--- config.mk ---
export PLATFORM = sky130hd
export DESIGN_NAME = mc_control
export DESIGN_NICKNAME = d
export VERILOG_FILES = /design/src/rtl/mc_control.sv
export SDC_FILE = /design/constraint.sdc
export NUM_CORES = 1
export LEC_CHECK = 0
export BUFFER_PORTS_ARGS = -buffer_cell sky130_fd_sc_hd__buf_2
export CAP_MARGIN = 10
export CELL_PAD_IN_SITES_DETAIL_PLACEMENT = 0
export CELL_PAD_IN_SITES_GLOBAL_PLACEMENT = 1
export CORE_MARGIN = 3
export CORE_UTILIZATION = 26
export CTS_CLUSTER_DIAMETER = 50
export DETAILED_ROUTE_END_ITERATION = 8
export PLACE_DENSITY = 0.76
export SLEW_MARGIN = 10
export SYNTH_ARGS = -nofsm -noshare
export SYNTH_HDL_FRONTEND = slang
export SYNTH_SLANG_ARGS = --single-unit
--- constraint.sdc ---
create_clock -name clk -period 1.8 [get_ports clk]
set_clock_uncertainty 0.2 [all_clocks]
set_input_delay 0.18 -clock clk [delete_from_list [all_inputs] [get_ports clk]]
set_output_delay 0.18 -clock clk [all_outputs]
set_load 0.01 [all_outputs]
--- src/rtl/mc_control.sv ---
// mc_control -- multicycle MIPS main controller.
//
// Moore FSM that walks each instruction through fetch, decode, execute,
// memory and writeback, and drives every datapath strobe, including the
// 4-bit ALU operation code.
//
// Ports:
//   clk        rising-edge system clock
//   rst_n      asynchronous active-low reset (state -> FETCH)
//   opcode     instr[31:26] from the instruction register
//   funct      instr[5:0] from the instruction register
//   zero       ALU zero flag
//   pc_en      PC load enable (unconditional write or branch-taken)
//   iord       memory address select: 0 = PC, 1 = ALUOut
//   mem_write  memory write strobe
//   ir_write   instruction register load
//   reg_dst    destination register: 0 = rt, 1 = rd
//   mem_to_reg writeback data: 0 = ALUOut, 1 = MDR
//   reg_write  register file write enable
//   alu_src_a  ALU A: 0 = PC, 1 = A register
//   alu_src_b  ALU B: 00 = B, 01 = 4, 10 = ext imm, 11 = sign-ext imm << 2
//   ext_sel    immediate extension: 0 = sign, 1 = zero
//   pc_src     next PC: 00 = ALU result, 01 = ALUOut, 10 = jump target
//   alu_op     ALU operation code
//   illegal    one-cycle pulse on an unsupported opcode/funct
//   state_dbg  current state
module mc_control #(
  parameter logic [3:0] RESET_STATE = 4'd0
) (
  input  logic       clk,
  input  logic       rst_n,
  input  logic [5:0] opcode,
  input  logic [5:0] funct,
  input  logic       zero,
  output logic       pc_en,
  output logic       iord,
  output logic       mem_write,
  output logic       ir_write,
  output logic       reg_dst,
  output logic       mem_to_reg,
  output logic       reg_write,
  output logic       alu_src_a,
  output logic [1:0] alu_src_b,
  output logic       ext_sel,
  output logic [1:0] pc_src,
  output logic [3:0] alu_op,
  output logic       illegal,
  output logic [3:0] state_dbg
);

  typedef enum logic [3:0] {
    S_FETCH  = 4'd0,
    S_DECODE = 4'd1,
    S_MEMADR = 4'd2,
    S_MEMRD  = 4'd3,
    S_MEMWB  = 4'd4,
    S_MEMWR  = 4'd5,
    S_REXEC  = 4'd6,
    S_RWB    = 4'd7,
    S_BEQ    = 4'd8,
    S_IEXEC  = 4'd9,
    S_IWB    = 4'd10,
    S_JUMP   = 4'd11
  } state_t;

  localparam logic [5:0] OP_RTYPE = 6'b000000;
  localparam logic [5:0] OP_J     = 6'b000010;
  localparam logic [5:0] OP_BEQ   = 6'b000100;
  localparam logic [5:0] OP_ADDI  = 6'b001000;
  localparam logic [5:0] OP_ANDI  = 6'b001100;
  localparam logic [5:0] OP_ORI   = 6'b001101;
  localparam logic [5:0] OP_LW    = 6'b100011;
  localparam logic [5:0] OP_SW    = 6'b101011;

  localparam logic [3:0] ALU_AND = 4'b0000;
  localparam logic [3:0] ALU_OR  = 4'b0001;
  localparam logic [3:0] ALU_ADD = 4'b0010;
  localparam logic [3:0] ALU_SUB = 4'b0110;
  localparam logic [3:0] ALU_SLT = 4'b0111;
  localparam logic [3:0] ALU_NOR = 4'b1100;
  localparam logic [3:0] ALU_SLL = 4'b1101;

  state_t     r_state;
  state_t     w_state_next;
  logic       w_pc_write;
  logic       w_pc_write_cond;
  logic       w_funct_ok;
  logic [3:0] w_funct_alu_op;

  // State register. Outputs decode from this register, so reset presents
  // FETCH strobes at once and kills any in-flight write in the same cycle.
  always_ff @(posedge clk or negedge rst_n) begin
    if (!rst_n) begin
      r_state <= state_t'(RESET_STATE);
    end else begin
      r_state <= w_state_next;
    end
  end

  // R-type function decode.
  always_comb begin
    w_funct_ok     = 1'b1;
    w_funct_alu_op = ALU_AND;
    case (funct)
      6'b100000: w_funct_alu_op = ALU_ADD;
      6'b100010: w_funct_alu_op = ALU_SUB;
      6'b100100: w_funct_alu_op = ALU_AND;
      6'b100101: w_funct_alu_op = ALU_OR;
      6'b101010: w_funct_alu_op = ALU_SLT;
      6'b100111: w_funct_alu_op = ALU_NOR;
      6'b000000: w_funct_alu_op = ALU_SLL;
      default:   w_funct_ok     = 1'b0;
    endcase
  end

  // Output and next-state decode.
  always_comb begin
    w_state_next    = S_FETCH;
    w_pc_write      = 1'b0;
    w_pc_write_cond = 1'b0;
    iord            = 1'b0;
    mem_write       = 1'b0;
    ir_write        = 1'b0;
    reg_dst         = 1'b0;
    mem_to_reg      = 1'b0;
    reg_write       = 1'b0;
    alu_src_a       = 1'b0;
    alu_src_b       = 2'b00;
    ext_sel         = 1'b0;
    pc_src          = 2'b00;
    alu_op          = ALU_AND;
    illegal         = 1'b0;
    case (r_state)
      S_FETCH: begin
        ir_write     = 1'b1;
        alu_src_b    = 2'b01;
        alu_op       = ALU_ADD;
        w_pc_write   = 1'b1;
        w_state_next = S_DECODE;
      end
      S_DECODE: begin
        // Speculatively compute the branch target into ALUOut.
        alu_src_b = 2'b11;
        alu_op    = ALU_ADD;
        case (opcode)
          OP_LW, OP_SW:             w_state_next = S_MEMADR;
          OP_RTYPE:                 w_state_next = S_REXEC;
          OP_BEQ:                   w_state_next = S_BEQ;
          OP_ADDI, OP_ANDI, OP_ORI: w_state_next = S_IEXEC;
          OP_J:                     w_state_next = S_JUMP;
          default: begin
            illegal      = 1'b1;
            w_state_next = S_FETCH;
          end
        endcase
      end
      S_MEMADR: begin
        alu_src_a    = 1'b1;
        alu_src_b    = 2'b10;
        alu_op       = ALU_ADD;
        w_state_next = (opcode == OP_SW) ? S_MEMWR : S_MEMRD;
      end
      S_MEMRD: begin
        iord         = 1'b1;
        w_state_next = S_MEMWB;
      end
      S_MEMWB: begin
        mem_to_reg = 1'b1;
        reg_write  = 1'b1;
      end
      S_MEMWR: begin
        iord      = 1'b1;
        mem_write = 1'b1;
      end
      S_REXEC: begin
        alu_src_a = 1'b1;
        if (w_funct_ok) begin
          alu_op       = w_funct_alu_op;
          w_state_next = S_RWB;
        end else begin
          illegal = 1'b1;
        end
      end
      S_RWB: begin
        reg_dst   = 1'b1;
        reg_write = 1'b1;
      end
      S_BEQ: begin
        alu_src_a       = 1'b1;
        alu_op          = ALU_SUB;
        pc_src          = 2'b01;
        w_pc_write_cond = 1'b1;
      end
      S_IEXEC: begin
        alu_src_a    = 1'b1;
        alu_src_b    = 2'b10;
        w_state_next = S_IWB;
        case (opcode)
          OP_ANDI: begin
            alu_op  = ALU_AND;
            ext_sel = 1'b1;
          end
          OP_ORI: begin
            alu_op  = ALU_OR;
            ext_sel = 1'b1;
          end
          default: alu_op = ALU_ADD;
        endcase
      end
      S_IWB: begin
        reg_write = 1'b1;
      end
      S_JUMP: begin
        pc_src     = 2'b10;
        w_pc_write = 1'b1;
      end
      default: begin
        // Unused encodings: everything idle, recover to FETCH.
        w_state_next = S_FETCH;
      end
    endcase
  end

  // Branch enable follows zero combinationally within the BEQ cycle.
  assign pc_en     = w_pc_write | (w_pc_write_cond & zero);
  assign state_dbg = r_state;

endmodule
==> run summary <==
Tightest Pin Transition - 363 ps
Post-DP HPWL - 1700 um
failing checks - setup timing
Buf/Inv on CP - 1
pin count of the biggest net entering global routing - 20
combinational share of power - 79.3%
via count - 891
htree depth - 1
Avg Inst Size Synth - 7.24 um^2
P per Cell Area - 1220 nW/um^2
Tcrit/Tclk final - 124%
Residual DRC - 0
# rows - 17
clk buf depth - 2
worst slew margin relative to its limit - 75.2%
Fmax - 0.449 GHz
CP cell instances - or3b_4 -> or3b_4 -> nor3b_4 -> a211o_2 -> buf_6
Mapped Cells - 90
P_leak - 0.537 nW
RSZ-0062 raised after global routing - yes
die area - 3140 um^2
clock-pin slew on the worst setup and hold paths - 40 ps
CTS tree - done
cell depth of the worst setup path - 5
post-placement cell area - 926 um^2
Netlist Area Pre-Place - 652 um^2
Tot GR Track Use - 13.2%
post-synthesis net count - 105
Crit path max-delay family - simple AND/OR/NAND/NOR gates
CTS root buf - clkbuf_4
Inserted Diodes - 0
total of max-cap violations - 0
Sw Share - 46.5%
Yosys reg bits - 4
Setup Viol. Count Final - 9
Crit. End Element - output pin
initial antenna violation count - 0
max reg flops - 4
clock share of power - 8.9%
crit-path max FO - 4
count of different cell masters after synthesis - 43
area delta synth->final - 64.7%
total CTS buffers - 3
Die Y-Extent - 56.1 um
Critical Path Start Type - flip-flop
Yosys top cell by area - dfrtp_1
WHS - 70.1 ps
Post-DRT Antenna Nets - 0
wire per inst - 13.3 um
Die Width - 56.1 um
Crit path top cell by count - or3b_4
Final Slew Violations - 0
core box area - 2300 um^2
worst-case reg-to-reg path depth - 4
number of global-route vias before repair - 808
Post-synth top flop - dfrtp_1
Max rail drop VDD - 0.000632 V
number of synthesized flops with an enable pin - 0
clock sink count - 4
vias per inst - 5.30
# port buffers - 36
Psw - 610 uW
synth cell count leaders - 8 x nor2_1, 8 x nor3_1, 7 x a21oi_1
Nets - 157
fraction of the yosys area taken by sequential cells - 15.4%
Internal - 701 uW
initial core utilization - 28.4%
CP arrival - 1850 ps
WL final - 2240 um
fin area - 1070 um^2
Ys Warns - 0
critical path class - reg2out
Crit path required time - 1420 ps
DRT Pass-1 Iters - 4
Clock Latency Late Sink - 240 ps
Area contributors post-synth - dfrtp_1 15%, nor3_1 6.1%, a21oi_1 5.4%
post-synth top area share - 15.4%
first-pass GRT wire length - 3500 um
I/O pin total - 37
layout cells sized above 1 - 52.9%
total gr overflow - 0
drt first-iter violations - 34
worst min path class - in2async
Final min period - 2230 ps
outcome - finished, violations left
FFs w/ async S/R, synth - 100%
Power, Total - 1.31 mW
Hold Vio Cnt, Final - 0
Seq pwr share - 11.8%
worst setup margin - -426 ps
Core Util, Final - 46.7%
slowest cell on the critical path - or3b_4
GPL Wtd Cong - 0.821
Worst path max stage delay - 410 ps
cells by family (layout without fill, tap and decap cells):
family	after synthesis	count (layout)	share of synthesized area, %
compound gates	27	27	30.1
simple gates	46	46	43.0
xor+xnor	1	1	1.34
flops	4	4	15.4
buf+inv	10	60	6.91
mux	2	2	3.26
metrics by stage:
step                      std cells  setup WS, ps  TNS, ps
after floorplan                  90          -301     -770
after global placement          158          -162     -276
after CTS                       162          -445    -1770
final                           168          -426    -1860
after global routing            168          -483    -2300
after detailed placement        158          -207     -466
area by class of cell:
type	instances	area, um^2
Clock buffer	3	22.5
Sequential cell	4	100
Tap cell	28	35.0
Inverter	2	7.51
Fill cell	236	1220
Timing Repair Buffer	55	343
Multi-Input combinational cell	76	566
worst register-to-register path, cell delays in order (launching register included):
cell     delay (ps)
dfrtp_1         370
or3b_4          400
or3b_4          410
a21oi_1         260
or3_1           160
power groups by stage:
stage | Combinational, mW | Clock, mW | Sequential [mW]
final | 1.04 | 0.117 | 0.155
after global routing | 1.13 | 0.129 | 0.159
after CTS | 0.871 | 0.118 | 0.152
after detailed placement | 0.846 | 0 | 0.151
after global placement | 0.848 | 0 | 0.149
after floorplan | 0.510 | 0 | 0.173
final timing paths:
| kind | from | end | slack, ps |
|---|---|---|---|
| worst min register to register | state_dbg[2]$_DFF_PN0_ | state_dbg[3]$_DFF_PN0_ | 430 |
| worst max register to register | state_dbg[3]$_DFF_PN0_ | state_dbg[1]$_DFF_PN0_ | -50 |
| min in group clk | opcode[4] | state_dbg[0]$_DFF_PN0_ | 150 |
| worst min-delay path | rst_n | state_dbg[2]$_DFF_PN0_ | 70 |
| worst max-delay path | state_dbg[3]$_DFF_PN0_ | alu_op[2] | -430 |
| max in group asynchronous | rst_n | state_dbg[1]$_DFF_PN0_ | 1210 |
layout by cell type, fill, tap and decap left out, drive strengths merged, types with 3 or more instances in the layout:
cell type,Yosys,layout
a21oi,7,7
buf,2,54
clkbuf,6,3
dfrtp,4,4
nand2b,4,4
nand3,4,4
nor2,8,8
nor2b,4,4
nor3,8,8
or3b,3,3
what timing repair did:
action,4_1_cts,5_1_grt
gates resized for setup,3,12
pin swaps,4,5
setup endpoints to repair,10,15
endpoints found under the hold margin,4,0
buffers inserted,0,6
hold buffers,1,0
layer usage:
metal,track usage (%),vias up,part of all wire (%)
met5,0,-,0
met4,2.03,0,0.22
met3,2.32,2,5.2
met2,22.4,29,50
met1,17.6,408,45
li1,-,452,-
No activity file was read; power rests on OpenSTA's default activity.
